`src/rtl/sccb_pkg.sv`:
```
// Shared SCCB definitions used by the responder and the camera init path.
package sccb_pkg;

   // Frame geometry: 8 data bits followed by one ACK/NA slot
   localparam int unsigned SCCB_BITS_PER_PHASE = 9;

   // Default OV7670 device addresses (write / read)
   localparam logic [7:0] OV7670_WR_ID = 8'h42;
   localparam logic [7:0] OV7670_RD_ID = 8'h43;

   typedef enum logic [2:0] {
      ST_IDLE,
      ST_ID,
      ST_ADDR,
      ST_WDATA,
      ST_RDATA,
      ST_IGNORE
   } sccb_state_t;

   // Bit counter advance with wrap at the end of the 9-bit frame
   function automatic logic [3:0] bit_next(input logic [3:0] cnt);
      return (cnt >= 4'(SCCB_BITS_PER_PHASE - 1)) ? 4'd0 : cnt + 4'd1;
   endfunction

endpackage

```
`src/rtl/sccb_line_sync.sv`:
```
// Synchronises sioc/siod and derives clock edges and START/STOP conditions.
module sccb_line_sync #(
   parameter int unsigned SYNC_STAGES = 2
) (
   input  logic clk,
   input  logic reset,
   input  logic sioc,
   input  logic siod,
   output logic sioc_rise,
   output logic sioc_fall,
   output logic start,
   output logic stop,
   output logic siod_lvl
);

   logic [SYNC_STAGES-1:0] sioc_sync;
   logic [SYNC_STAGES-1:0] siod_sync;
   logic                   sioc_prev;
   logic                   siod_prev;
   logic                   sioc_s;

   // Synchroniser chains plus one history flop per line for edge detection
   always_ff @(posedge clk or posedge reset) begin
      if (reset) begin
         sioc_sync <= '1;
         siod_sync <= '1;
         sioc_prev <= 1'b1;
         siod_prev <= 1'b1;
      end else begin
         sioc_sync <= {sioc_sync[SYNC_STAGES-2:0], sioc};
         siod_sync <= {siod_sync[SYNC_STAGES-2:0], siod};
         sioc_prev <= sioc_sync[SYNC_STAGES-1];
         siod_prev <= siod_sync[SYNC_STAGES-1];
      end
   end

   // Edge and bus-condition pulses from the last two synced samples
   always_comb begin
      sioc_s    = sioc_sync[SYNC_STAGES-1];
      siod_lvl  = siod_sync[SYNC_STAGES-1];
      sioc_rise = sioc_s & ~sioc_prev;
      sioc_fall = ~sioc_s & sioc_prev;
      start     = sioc_s & sioc_prev & siod_prev & ~siod_lvl;
      stop      = sioc_s & sioc_prev & ~siod_prev & siod_lvl;
   end

endmodule

```
`src/rtl/sccb_responder.sv`:
```
// SCCB target emulating the OV7670 register interface (3-phase write, 2-phase read).
module sccb_responder
   import sccb_pkg::*;
#(
   parameter logic [7:0]  DEV_ID      = OV7670_WR_ID,
   parameter int unsigned SYNC_STAGES = 2,
   parameter int unsigned ACK_EN      = 1
) (
   input  logic       clk,
   input  logic       reset,
   input  logic       sioc,
   input  logic       siod_i,
   output logic       siod_oe,
   output logic [7:0] reg_addr,
   output logic       wr_en,
   output logic [7:0] wr_data,
   input  logic [7:0] rd_data,
   output logic       busy,
   output logic       id_err
);

   localparam logic [7:0] RD_ID    = DEV_ID | 8'h01;
   localparam logic       ACK_LVL  = (ACK_EN != 0);
   localparam logic [3:0] LAST_BIT = 4'(SCCB_BITS_PER_PHASE - 1);

   logic        sioc_rise;
   logic        sioc_fall;
   logic        start_evt;
   logic        stop_evt;
   logic        siod_lvl;

   sccb_state_t state;
   sccb_state_t nxt_state;
   logic [3:0]  bit_cnt;
   logic [7:0]  shreg;
   logic        in_ack;
   logic        inc_pend;
   logic [7:0]  byte_in;

   sccb_line_sync #(
      .SYNC_STAGES(SYNC_STAGES)
   ) u_sync (
      .clk      (clk),
      .reset    (reset),
      .sioc     (sioc),
      .siod     (siod_i),
      .sioc_rise(sioc_rise),
      .sioc_fall(sioc_fall),
      .start    (start_evt),
      .stop     (stop_evt),
      .siod_lvl (siod_lvl)
   );

   // Byte as it will look once the current sample is shifted in
   always_comb begin
      byte_in = {shreg[6:0], siod_lvl};
   end

   // Protocol FSM: START/STOP override, sample on sioc rise, drive on sioc fall.
   // A decoded byte only arms in_ack/nxt_state; the phase change and any
   // reg_addr increment are deferred to the falling edge that closes the ACK.
   always_ff @(posedge clk or posedge reset) begin
      if (reset) begin
         state     <= ST_IDLE;
         nxt_state <= ST_IDLE;
         bit_cnt   <= '0;
         shreg     <= '0;
         in_ack    <= 1'b0;
         inc_pend  <= 1'b0;
         siod_oe   <= 1'b0;
         reg_addr  <= '0;
         wr_en     <= 1'b0;
         wr_data   <= '0;
         busy      <= 1'b0;
         id_err    <= 1'b0;
      end else begin
         wr_en  <= 1'b0;
         id_err <= 1'b0;
         if (start_evt) begin
            state    <= ST_ID;
            bit_cnt  <= '0;
            busy     <= 1'b1;
            siod_oe  <= 1'b0;
            in_ack   <= 1'b0;
            inc_pend <= 1'b0;
         end else if (stop_evt) begin
            state    <= ST_IDLE;
            bit_cnt  <= '0;
            busy     <= 1'b0;
            siod_oe  <= 1'b0;
            in_ack   <= 1'b0;
            inc_pend <= 1'b0;
         end else if (sioc_rise) begin
            bit_cnt <= bit_next(bit_cnt);
            if (bit_cnt < LAST_BIT && state != ST_RDATA) begin
               shreg <= byte_in;
            end
            if (bit_cnt == LAST_BIT - 4'd1) begin
               case (state)
                  ST_ID: begin
                     if (byte_in == DEV_ID) begin
                        in_ack    <= 1'b1;
                        nxt_state <= ST_ADDR;
                     end else if (byte_in == RD_ID) begin
                        in_ack    <= 1'b1;
                        nxt_state <= ST_RDATA;
                     end else begin
                        id_err <= 1'b1;
                        state  <= ST_IGNORE;
                     end
                  end
                  ST_ADDR: begin
                     reg_addr  <= byte_in;
                     in_ack    <= 1'b1;
                     nxt_state <= ST_WDATA;
                  end
                  ST_WDATA: begin
                     wr_data   <= byte_in;
                     wr_en     <= 1'b1;
                     in_ack    <= 1'b1;
                     inc_pend  <= 1'b1;
                     nxt_state <= ST_WDATA;
                  end
                  default: ;
               endcase
            end
            if (bit_cnt == LAST_BIT && state == ST_RDATA) begin
               reg_addr <= reg_addr + 8'd1;
               state    <= ST_IGNORE;
            end
         end else if (sioc_fall) begin
            if (in_ack) begin
               if (bit_cnt == LAST_BIT) begin
                  siod_oe <= ACK_LVL;
               end else if (bit_cnt == 4'd0) begin
                  in_ack   <= 1'b0;
                  inc_pend <= 1'b0;
                  state    <= nxt_state;
                  if (inc_pend) begin
                     reg_addr <= reg_addr + 8'd1;
                  end
                  if (nxt_state == ST_RDATA) begin
                     shreg   <= rd_data;
                     siod_oe <= ~rd_data[7];
                  end else begin
                     siod_oe <= 1'b0;
                  end
               end
            end else if (state == ST_RDATA && bit_cnt >= 4'd1 && bit_cnt <= 4'd7) begin
               shreg   <= {shreg[6:0], 1'b0};
               siod_oe <= ~shreg[6];
            end else begin
               siod_oe <= 1'b0;
            end
         end
      end
   end

endmodule

```
`config.mk`:
```
export PLATFORM = sky130hd
export DESIGN_NAME = sccb_responder
export DESIGN_NICKNAME = d
export VERILOG_FILES = /design/src/rtl/sccb_pkg.sv /design/src/rtl/sccb_line_sync.sv /design/src/rtl/sccb_responder.sv
export SDC_FILE = /design/constraint.sdc
export NUM_CORES = 1
export LEC_CHECK = 0
export BUFFER_PORTS_ARGS = -buffer_cell sky130_fd_sc_hd__buf_2
export CORE_MARGIN = 4
export CORE_UTILIZATION = 57
export DETAILED_ROUTE_END_ITERATION = 12
export PLACE_DENSITY = 0.79
export SKIP_CTS_REPAIR_TIMING = 1
export SLEW_MARGIN = 20
export SYNTH_ARGS = -nofsm -noshare
export SYNTH_HDL_FRONTEND = slang
export SYNTH_SLANG_ARGS = --single-unit
```
`constraint.sdc`:
```
create_clock -name clk -period 2.59 [get_ports clk]
set_input_delay 0 -clock clk [delete_from_list [all_inputs] [get_ports clk]]
set_output_delay 0 -clock clk [all_outputs]
set_load 0.03 [all_outputs]
```
==> results.json, run 1 <==
{
  "outcome": "finished, violations left",
  "violations": "hold timing",
  "hpwl_um": 3406,
  "timing.max_cap.violations": 0,
  "r2r-start": "u_sync.sioc_sync[1]",
  "avgSynthCellArea_um2": 10.11,
  "core_area_um2": 4000,
  "die_x_um": 72.28,
  "tns_ps": 0,
  "setup_violations": 0,
  "grt_pass1_wl_um": 8121,
  "wire_per_inst_um": 15.22,
  "powerDensity_nw_per_um2": 680.0,
  "rsz0062_at_grt": "no",
  "endpoint_kind": "register",
  "p_leak_nw": 1.265,
  "r2r_setup_slack_ps": 460,
  "synthesis.nets": 252,
  "whs_ps": -16.19,
  "num_vias": 1861,
  "clkTransAtPathRegs_ps": 90,
  "cp-start-kind": "register",
  "synth-seq-cells": 45,
  "min_delay_path_depth": 3,
  "cts_buffers": 5,
  "cp_max_fo": 16,
  "h-tree-depth": 2,
  "postRouteAntennaNets": 0,
  "hold_violations": 3,
  "synthesis.area_um2": 2355,
  "antenna-diode-count": 0,
  "holdCritStartpoint": "rd_data[6]",
  "synthToLayoutAreaGrowth_pct": 15.62,
  "fin_skew_ps": 7.004,
  "p_comb_share_pct": 24.1,
  "swShare_pct": 36.34,
  "nFillCells": 304,
  "ys_types": 59,
  "p_int_mw": 1.179,
  "die_area_um2": 5224,
  "ios": 32,
  "std_cell_rows": 23,
  "overflow": 0,
  "cts_tree": "done",
  "dr.pass1.iters": 4,
  "syn_inst": 233,
  "via_per_inst": 5.709,
  "clock-sinks": 45,
  "max_freq_mhz": 470.2,
  "antenna_found_initial": 0,
  "peakVddDrop_v": 0.0004277,
  "crit_chain": "ha_1 > buf_4 > o21ba_2 > o2111a_4 > o21ai_1 > a22o_1",
  "grt_usage_pct": 19.96,
  "synth_ff_type": "dfrtp_1",
  "ys_warn_count": 0,
  "startpoint": "u_sync.sioc_sync[1]",
  "worst_pin_slew_ps": 588.9,
  "design_area_um2": 2723,
  "slowest_stage": "dfstp_2",
  "rr_endpoint": "reg_addr[4]",
  "grt_max_degree": 46,
  "place_congestion": 0.8519,
  "wl_um": 4962,
  "slew_viol_final": 0,
  "reg2reg_depth": 6,
  "min_to": "shreg[6]",
  "setup_ws_ps": 463.3,
  "synth_edf_count": 0,
  "post-route-period-util_pct": 82.11,
  "dpl-instance-area_um2": 2562,
  "p_switching_mw": 0.6728,
  "relSlewSlack_pct": 59.73,
  "numPortBuffers": 31,
  "arrival_ps": 2330,
  "nets": 294,
  "start_util_pct": 58.87,
  "pre_cts_ws_ps": 490.7,
  "slowest_delay_ps": 560,
  "grt_pass1_vias": 1657,
  "yosysSeqAreaShare_pct": 48.14,
  "drcViolationCount": 0,
  "seqPwrFrac_pct": 51.8,
  "cp.required_ps": 2790,
  "drive_gt1_share_pct": 25.36,
  "hold_path.class": "in -> reg",
  "die_h_um": 72.28,
  "fin_crit_ps": 2127,
  "clockBufferDepth": 2,
  "drtIter0Drc": 183,
  "cts_root_buffer": "clkbuf_8",
  "critical_path_class": "reg -> reg",
  "total_power_mw": 1.851,
  "clkPwrFrac_pct": 24.1,
  "async_flop_share_pct": 100.0,
  "clock_latency_ps": 300
}
## stage by stage
stage | instances | utilization, % | hold WS, ps
2_1_floorplan | 233 | - | 4.478
3_3_place_gp | 311 | 64.06 | 105.4
3_5_place_dp | 311 | 64.06 | 106.6
4_1_cts | 319 | 66.31 | -212.6
5_1_grt | 326 | 68.06 | 5.364
6_report | 326 | 68.06 | -16.19
## cell usage after synthesis, drive strengths merged, types with 3 or more instances
cell	count	area, um2
nand2b	5	31.28
nor3	6	30.03
dfrtp	39	975.9
mux2i	8	80.08
buf	8	51.29
and3	3	18.77
nor2b	6	37.54
nor2	14	52.55
nand3	8	40.04
nand2	28	105.1
ha	7	87.58
o21ai	16	83.83
a21oi	19	98.85
mux2	8	90.09
a31oi	4	31.28
dfstp	6	157.7
inv	9	33.78
## power by group through the flow
| stage | registers, mW | logic [mW] | clock network [mW] |
|---|---|---|---|
| final | 0.959 | 0.446 | 0.445 |
| after detailed placement | 0.969 | 0.438 | 0 |
| after global routing | 0.981 | 0.504 | 0.485 |
| after floorplan | 0.995 | 0.278 | 0 |
| after CTS | 0.956 | 0.440 | 0.458 |
| after global placement | 0.966 | 0.432 | 0 |
## cells by family (layout without fill, tap and decap cells)
logic type	after synthesis	count (layout)	share of synthesized area [%]
AO/OA/AOI/OAI	59	59	17.16
buffers and inverters	19	62	3.931
AND/OR/NAND/NOR	86	86	19.45
flip-flops	45	45	48.14
adder cells (fa/ha/maj)	7	7	3.719
multiplexers	16	16	7.227
XOR/XNOR	1	1	0.3720
## how the worst max path moves through the flow
stage / end / slack, ps / cells past startpoint
6_report: reg_addr[4] / 460 / 6
5_1_grt: state[2] / 250 / 6
4_1_cts: reg_addr[4] / 470 / 6
3_5_place_dp: reg_addr[4] / 490 / 6
3_3_place_gp: reg_addr[4] / 520 / 6
2_1_floorplan: inc_pend / 630 / 8
## sequential cells by signal, indices dropped and copies added, names as in the netlist, 2 cells and up
register          count
nxt_state             3
u_sync.sioc_sync      2
bit_cnt               4
shreg                 7
state                 3
wr_data               8
reg_addr              8
u_sync.siod_sync      2
## layer usage
metal | up-vias | GRT usage [%] | part of all wire, %
met1 | 870 | 30.60 | 47
li1 | 921 | - | -
met2 | 59 | 27.91 | 45
met4 | 0 | 7.724 | 2.1
met3 | 11 | 3.740 | 5.4
met5 | - | 0 | 0
## cell usage in the layout (no fill, tap or decap), drive strengths merged, types with 2 or more instances in the layout
cell,instances
clkinv,3
dfrtp,39
nand3,8
nor2b,6
a21oi,19
nand2b,5
dfstp,6
buf,37
and3,3
clkbuf,5
a22o,2
o21ai,16
dlygate4sd3,7
nor3,6
o41ai,2
nor3b,2
nor4,2
mux2,8
nand3b,2
or3b,2
nor2,14
mux2i,8
inv,9
nand2,28
ha,7
a31oi,4
## worst max-delay path, delay by kind of cell, from the launching register on
kind | cells | cell delay, ps
AOI/OAI and AO/OA | 4 | 860
DFF | 1 | 560
adders and majority gates | 1 | 370
buffers and inverters | 1 | 240
## cell type report
class | instances | area, um2 | area share, %
flip-flops and latches | 45 | 1134 | 41.64
multi-input cells | 169 | 1129 | 41.45
repair buffers | 44 | 270.3 | 9.926
clock buffers | 5 | 68.82 | 2.528
well taps | 50 | 62.56 | 2.298
inverters | 10 | 37.54 | 1.379
clock inverters | 3 | 21.27 | 0.7813
Note: power is estimated with default switching activity, not from simulation.
==> run 2: changes to the inputs <==
--- a/config.mk
+++ b/config.mk
@@ -5,11 +5,12 @@
 export SDC_FILE = /design/constraint.sdc
 export NUM_CORES = 1
 export LEC_CHECK = 0
+export ABC_AREA = 1
 export BUFFER_PORTS_ARGS = -buffer_cell sky130_fd_sc_hd__buf_2
 export CORE_MARGIN = 4
-export CORE_UTILIZATION = 57
+export CORE_UTILIZATION = 58
 export DETAILED_ROUTE_END_ITERATION = 12
-export PLACE_DENSITY = 0.79
+export PLACE_DENSITY = 0.8
 export SKIP_CTS_REPAIR_TIMING = 1
 export SLEW_MARGIN = 20
 export SYNTH_ARGS = -nofsm -noshare
==> constraint.sdc (replaced) <==
create_clock -name clk -period 2.2 [get_ports clk]
set_input_delay 0 -clock clk [delete_from_list [all_inputs] [get_ports clk]]
set_output_delay 0 -clock clk [all_outputs]
set_load 0.03 [all_outputs]
==> run 2 against run 1 <==
Compared with the run above: die area up 8.0%; the run now ends clean; highest routed layer unchanged; cell count up 29%; fmax grew 9.3%; synthesized cell count rose by 42%; register-to-register slack got worse by 210 ps; hold slack better by 93 ps; critical path type unchanged.
==> results.json, run 2 <==
{
  "fin_skew_ps": 7.095,
  "synth-seq-cells": 45,
  "critical_path_class": "reg -> reg",
  "cp_max_fo": 11,
  "design_area_um2": 2928,
  "slowest_stage": "dfstp_2",
  "cts_root_buffer": "clkbuf_8",
  "path_common_cell": "nand2_1",
  "peakVddDrop_v": 0.0005494,
  "core_area_um2": 4354,
  "r2r-start": "u_sync.sioc_sync[1]",
  "num_vias": 2251,
  "setup_ws_ps": 254.9,
  "powerDensity_nw_per_um2": 946.4,
  "std_cell_rows": 24,
  "final_common_cell": "nand2_1",
  "h-tree-depth": 2,
  "via_per_inst": 5.334,
  "grt_pass1_wl_um": 9135,
  "antenna-diode-count": 0,
  "start_util_pct": 59.97,
  "max_freq_mhz": 514.1,
  "fin_crit_ps": 1945,
  "grt_util_met1_pct": 26.90,
  "grt_busiest_layer": "met2",
  "cp.required_ps": 2440,
  "syn_inst": 332,
  "tns_ps": 0,
  "yosys.area.top_type_share_pct": 37.37,
  "overflow": 0,
  "synth_top_cells_by_area": "dfrtp_1 (37%), nand2_1 (15%), dfstp_2 (6.0%)",
  "cts_tree": "done",
  "ys_warn_count": 0,
  "arrival_ps": 2190,
  "final_cells": 422,
  "wire_per_inst_um": 13.18,
  "timing.max_cap.violations": 0,
  "yosysTopAreaCell": "dfrtp_1",
  "synth_most_common_cell": "nand2_1",
  "synthesis.area_um2": 2611,
  "synthToLayoutAreaGrowth_pct": 12.12,
  "die_x_um": 75.10,
  "post-place-cells": 411,
  "grt_pass1_vias": 2038,
  "reg.largest.list": "reg_addr x8, wr_data x8, shreg x7",
  "dpl-instance-area_um2": 2781,
  "p_leak_nw": 1.511,
  "worst_pin_slew_ps": 456.2,
  "async_flop_share_pct": 100.0,
  "setup_violations": 0,
  "rsz0062_at_grt": "no",
  "die_h_um": 75.10,
  "cts_buffers": 5,
  "clockBufferDepth": 2,
  "drive_gt1_share_pct": 21.62,
  "final_cell_mix": "nand2_1 (107), dfrtp_1 (39), buf_2 (31)",
  "synthesis.nets": 351,
  "place_congestion": 0.9311,
  "synth_top_cells_by_count": "nand2_1 (107), dfrtp_1 (39), inv_1 (31)",
  "clock-sinks": 45,
  "hold_path.class": "in -> reg",
  "clock_latency_ps": 300,
  "endpoint_kind": "register",
  "synth_ff_type": "dfrtp_1",
  "slew_viol_final": 0,
  "pre_cts_ws_ps": 260.6,
  "grt_max_degree": 34,
  "fin_util_pct": 67.24,
  "nFillCells": 375,
  "antenna_found_initial": 0,
  "post-route-period-util_pct": 88.41,
  "dr.pass1.iters": 4,
  "wl_um": 5561,
  "hold_violations": 0,
  "startpoint": "u_sync.sioc_sync[1]",
  "yosysSeqAreaShare_pct": 43.41,
  "crit_chain": "ha_1 > buf_4 > nor2_1 > nor2_1 > nand2_1 > nor2_2 > nand2_2 > inv_1 > nand2_1 > nand2_1",
  "clkTransAtPathRegs_ps": 80,
  "postRouteAntennaNets": 0,
  "ios": 32,
  "numPortBuffers": 31,
  "avgSynthCellArea_um2": 7.865,
  "die_area_um2": 5640,
  "drcViolationCount": 0,
  "drtIter0Drc": 123,
  "outcome": "finished, final reports clean",
  "grt_use_met3_pct": 4.406,
  "relSlewSlack_pct": 69.40,
  "nets": 388,
  "hpwl_um": 4257,
  "cp-start-kind": "register",
  "holdCritStartpoint": "rd_data[3]",
  "use_met2_pct": 36.27,
  "grt_usage_pct": 21.50,
  "slowest_delay_ps": 560,
  "ys_types": 31,
  "synth_edf_count": 0
}
==> run 2: cell count changes after synthesis, moves of 6 or more <==
cell,before,now
o21ai_0,10,18
mux2i_1,8,0
nor2b_1,6,0
nand2_1,28,107
nand2_2,0,7
a21oi_1,18,2
nand3_1,8,26
nand4_1,1,12
mux2_2,7,0
inv_1,9,31
nor2_1,14,26
==> run 2: power by group <==
group	switching (mW)	internal, mW
Combinational	0.653	0.321
Sequential	0.172	0.982
Clock	0.272	0.370
Total	1.10	1.67
==> run 2: cell families (layout without fill, tap and decap cells) <==
group,after synthesis,after routing,share of synthesized area [%]
simple gates,197,197,36.08
flops,45,45,43.41
buf+inv,42,80,7.666
compound gates,37,37,8.146
fa+ha+maj,7,7,3.354
xor+xnor,4,4,1.342
==> run 2: area by class of cell <==
| cell class | count | area, um2 | area share, % |
|---|---|---|---|
| clock buffers | 7 | 86.33 | 2.949 |
| clock inverters | 1 | 30.03 | 1.026 |
| inverters | 36 | 135.1 | 4.615 |
| multi-input cells | 245 | 1277 | 43.63 |
| flip-flops and latches | 45 | 1134 | 38.72 |
| well taps | 52 | 65.06 | 2.222 |
| repair buffers | 36 | 200.2 | 6.838 |
==> run 2: metal layers <==
metal / vias to the layer above / part of all wire, % / wire [um]
met3: 12 / 4.0 / 225
met1: 1043 / 45 / 2485
met5: - / 0 / 0
met2: 51 / 49 / 2712
met4: 0 / 2.5 / 138
li1: 1145 / - / -
==> run 2: worst paths after layout <==
| check | end | slack [ps] | cells past startpoint |
|---|---|---|---|
| worst min-delay path | shreg[3] | 80 | 5 |
| max in group asynchronous | u_sync.siod_prev | 1260 | 4 |
| worst max-delay path | reg_addr[5] | 250 | 10 |
| worst min register to register | u_sync.siod_sync[1] | 360 | 0 |
| worst max register to register | reg_addr[5] | 250 | 10 |
| min in group asynchronous | wr_data[3] | 180 | 3 |
==> run 2: critical path, delay by kind of cell (launching register included) <==
kind / cells / cell delay (ps)
buffers and inverters: 2 / 360
flip-flops: 1 / 560
adder cells (fa/ha/maj): 1 / 310
AND/OR/NAND/NOR: 7 / 670
==> run 2: metrics by stage <==
stage	hold slack [ps]	total power, mW
finish	76.49	2.771
global placement	-35.57	2.110
floorplan	4.478	1.898
detailed placement	-26.73	2.137
global route	74.32	2.965
CTS	-353.9	2.783
==> run 3: changes to the inputs <==
--- a/config.mk
+++ b/config.mk
@@ -5,12 +5,13 @@
 export SDC_FILE = /design/constraint.sdc
 export NUM_CORES = 1
 export LEC_CHECK = 0
-export ABC_AREA = 1
+export ABC_AREA = 0
 export BUFFER_PORTS_ARGS = -buffer_cell sky130_fd_sc_hd__buf_2
 export CORE_MARGIN = 4
-export CORE_UTILIZATION = 58
+export CORE_UTILIZATION = 57
+export CTS_BUF_LIST = sky130_fd_sc_hd__clkbuf_4 sky130_fd_sc_hd__clkbuf_8 sky130_fd_sc_hd__clkbuf_16
 export DETAILED_ROUTE_END_ITERATION = 12
-export PLACE_DENSITY = 0.8
+export PLACE_DENSITY = 0.79
 export SKIP_CTS_REPAIR_TIMING = 1
 export SLEW_MARGIN = 20
 export SYNTH_ARGS = -nofsm -noshare
==> run 3 against run 2 <==
Compared with the run above: critical path type unchanged; flip-flop and latch count is the same; via count shrank 17%; sequential share of layout area grew 2.7 points; wire length shrank 12%; fmax shrank 6.1%; count of clock-buffer cells in the layout shrank 1; largest power group unchanged; the flow now finishes with violations (hold timing); utilization grew 1.1 points; global-route usage shrank 0.85 points; die area shrank 7.4%.
==> results.json, run 3 (same netlist as run 1, synthesis figures left out) <==
{
  "peakVddDrop_v": 0.0005387,
  "min_delay_path_depth": 3,
  "rr_endpoint": "inc_pend",
  "outcome": "finished, violations left",
  "cts_tree": "done",
  "h-tree-depth": 2,
  "grt_pass1_wl_um": 8286,
  "nFillCells": 303,
  "arrival_ps": 2260,
  "r2r_setup_slack_ps": 130,
  "numPortBuffers": 31,
  "clkTransAtPathRegs_ps": 80,
  "relSlewSlack_pct": 48.67,
  "wire_per_inst_um": 15.01,
  "drtIter0Drc": 166,
  "die_area_um2": 5224,
  "cp-start-kind": "register",
  "nets": 294,
  "reg.largest.list": "reg_addr x8, wr_data x8, shreg x7",
  "critical_path_class": "reg -> reg",
  "hold_violations": 2,
  "powerDensity_nw_per_um2": 808.8,
  "post-route-period-util_pct": 94.11,
  "via_per_inst": 5.706,
  "reg2reg_depth": 7,
  "antenna-diode-count": 0,
  "ios": 32,
  "wl_um": 4892,
  "core_area_um2": 4000,
  "cp_max_fo": 8,
  "drive_gt1_share_pct": 26.81,
  "design_area_um2": 2735,
  "num_vias": 1860,
  "cts_root_buffer": "clkbuf_8",
  "cp.required_ps": 2390,
  "timing.max_cap.violations": 0,
  "setup_ws_ps": 129.5,
  "whs_ps": -18.88,
  "violations": "hold timing",
  "die_x_um": 72.28,
  "endpoint": "inc_pend",
  "hold_path.class": "in -> reg",
  "tns_ps": 0,
  "startpoint": "u_sync.sioc_prev",
  "clockBufferDepth": 2,
  "place_congestion": 0.8727,
  "postRouteAntennaNets": 0,
  "setup_violations": 0,
  "final_common_cell": "dfrtp_1",
  "grt_usage_pct": 20.64,
  "fin_crit_ps": 2071,
  "cts_buffers": 5,
  "endpoint_kind": "register",
  "synthToLayoutAreaGrowth_pct": 16.15,
  "std_cell_rows": 23,
  "p_leak_nw": 1.279,
  "dpl-instance-area_um2": 2597,
  "clock_latency_ps": 300,
  "dr.pass1.iters": 4,
  "r2r-start": "u_sync.sioc_prev",
  "fin_skew_ps": 4.867,
  "drcViolationCount": 0,
  "final_cell_mix": "dfrtp_1 (39), buf_2 (31), nand2_1 (28)",
  "slew_viol_final": 0,
  "grt_max_degree": 25,
  "rsz0062_at_grt": "no",
  "grt_pass1_vias": 1721,
  "antenna_found_initial": 0,
  "worst_pin_slew_ps": 765.2,
  "start_util_pct": 58.87,
  "clock-sinks": 45,
  "die_h_um": 72.28,
  "overflow": 0,
  "max_freq_mhz": 483.0,
  "hpwl_um": 3542,
  "pre_cts_ws_ps": 135.9
}
-- run 3: critical path, stage by stage (launching register included) --
cell and delay (ps):
dfstp_2 560, inv_1 50, ha_1 280, buf_4 200, nor2b_1 170, a32oi_1 70
or3_1 360, o221a_2 280
-- run 3: worst min-delay path by stage --
stage,start,to
after floorplan,sioc,u_sync.sioc_sync[0]
after global placement,reset,wr_data[5]
after detailed placement,reset,wr_en
after CTS,reset,wr_en
after global routing,rd_data[0],shreg[0]
final,rd_data[2],shreg[2]
-- run 3: layout make-up --
cell class | count | area [um2] | area share, %
well taps | 50 | 62.56 | 2.287
repair buffers | 44 | 275.3 | 10.06
flip-flops and latches | 45 | 1134 | 41.45
clock inverters | 2 | 13.76 | 0.5032
inverters | 10 | 37.54 | 1.372
clock buffers | 6 | 82.58 | 3.019
multi-input cells | 169 | 1130 | 41.31
-- run 3: through the flow --
step                cells  power, mW  util [%]
floorplan             233      1.498         -
global placement      314      1.659     64.94
detailed placement    314      1.679     64.94
CTS                   322      2.221     67.34
global route          326      2.361     68.38
finish                326      2.212     68.38
-- run 3: power breakdown --
| group | switching [mW] | internal, mW |
|---|---|---|
| sequential | 0.176 | 0.955 |
| clock | 0.282 | 0.255 |
| combinational | 0.331 | 0.212 |
-- run 3: per-layer routing --
layer	part of all wire, %	GRT usage (%)
met3	6.3	5.125
met5	0	0
met1	47	29.04
met2	45	31.04
met4	1.7	7.516
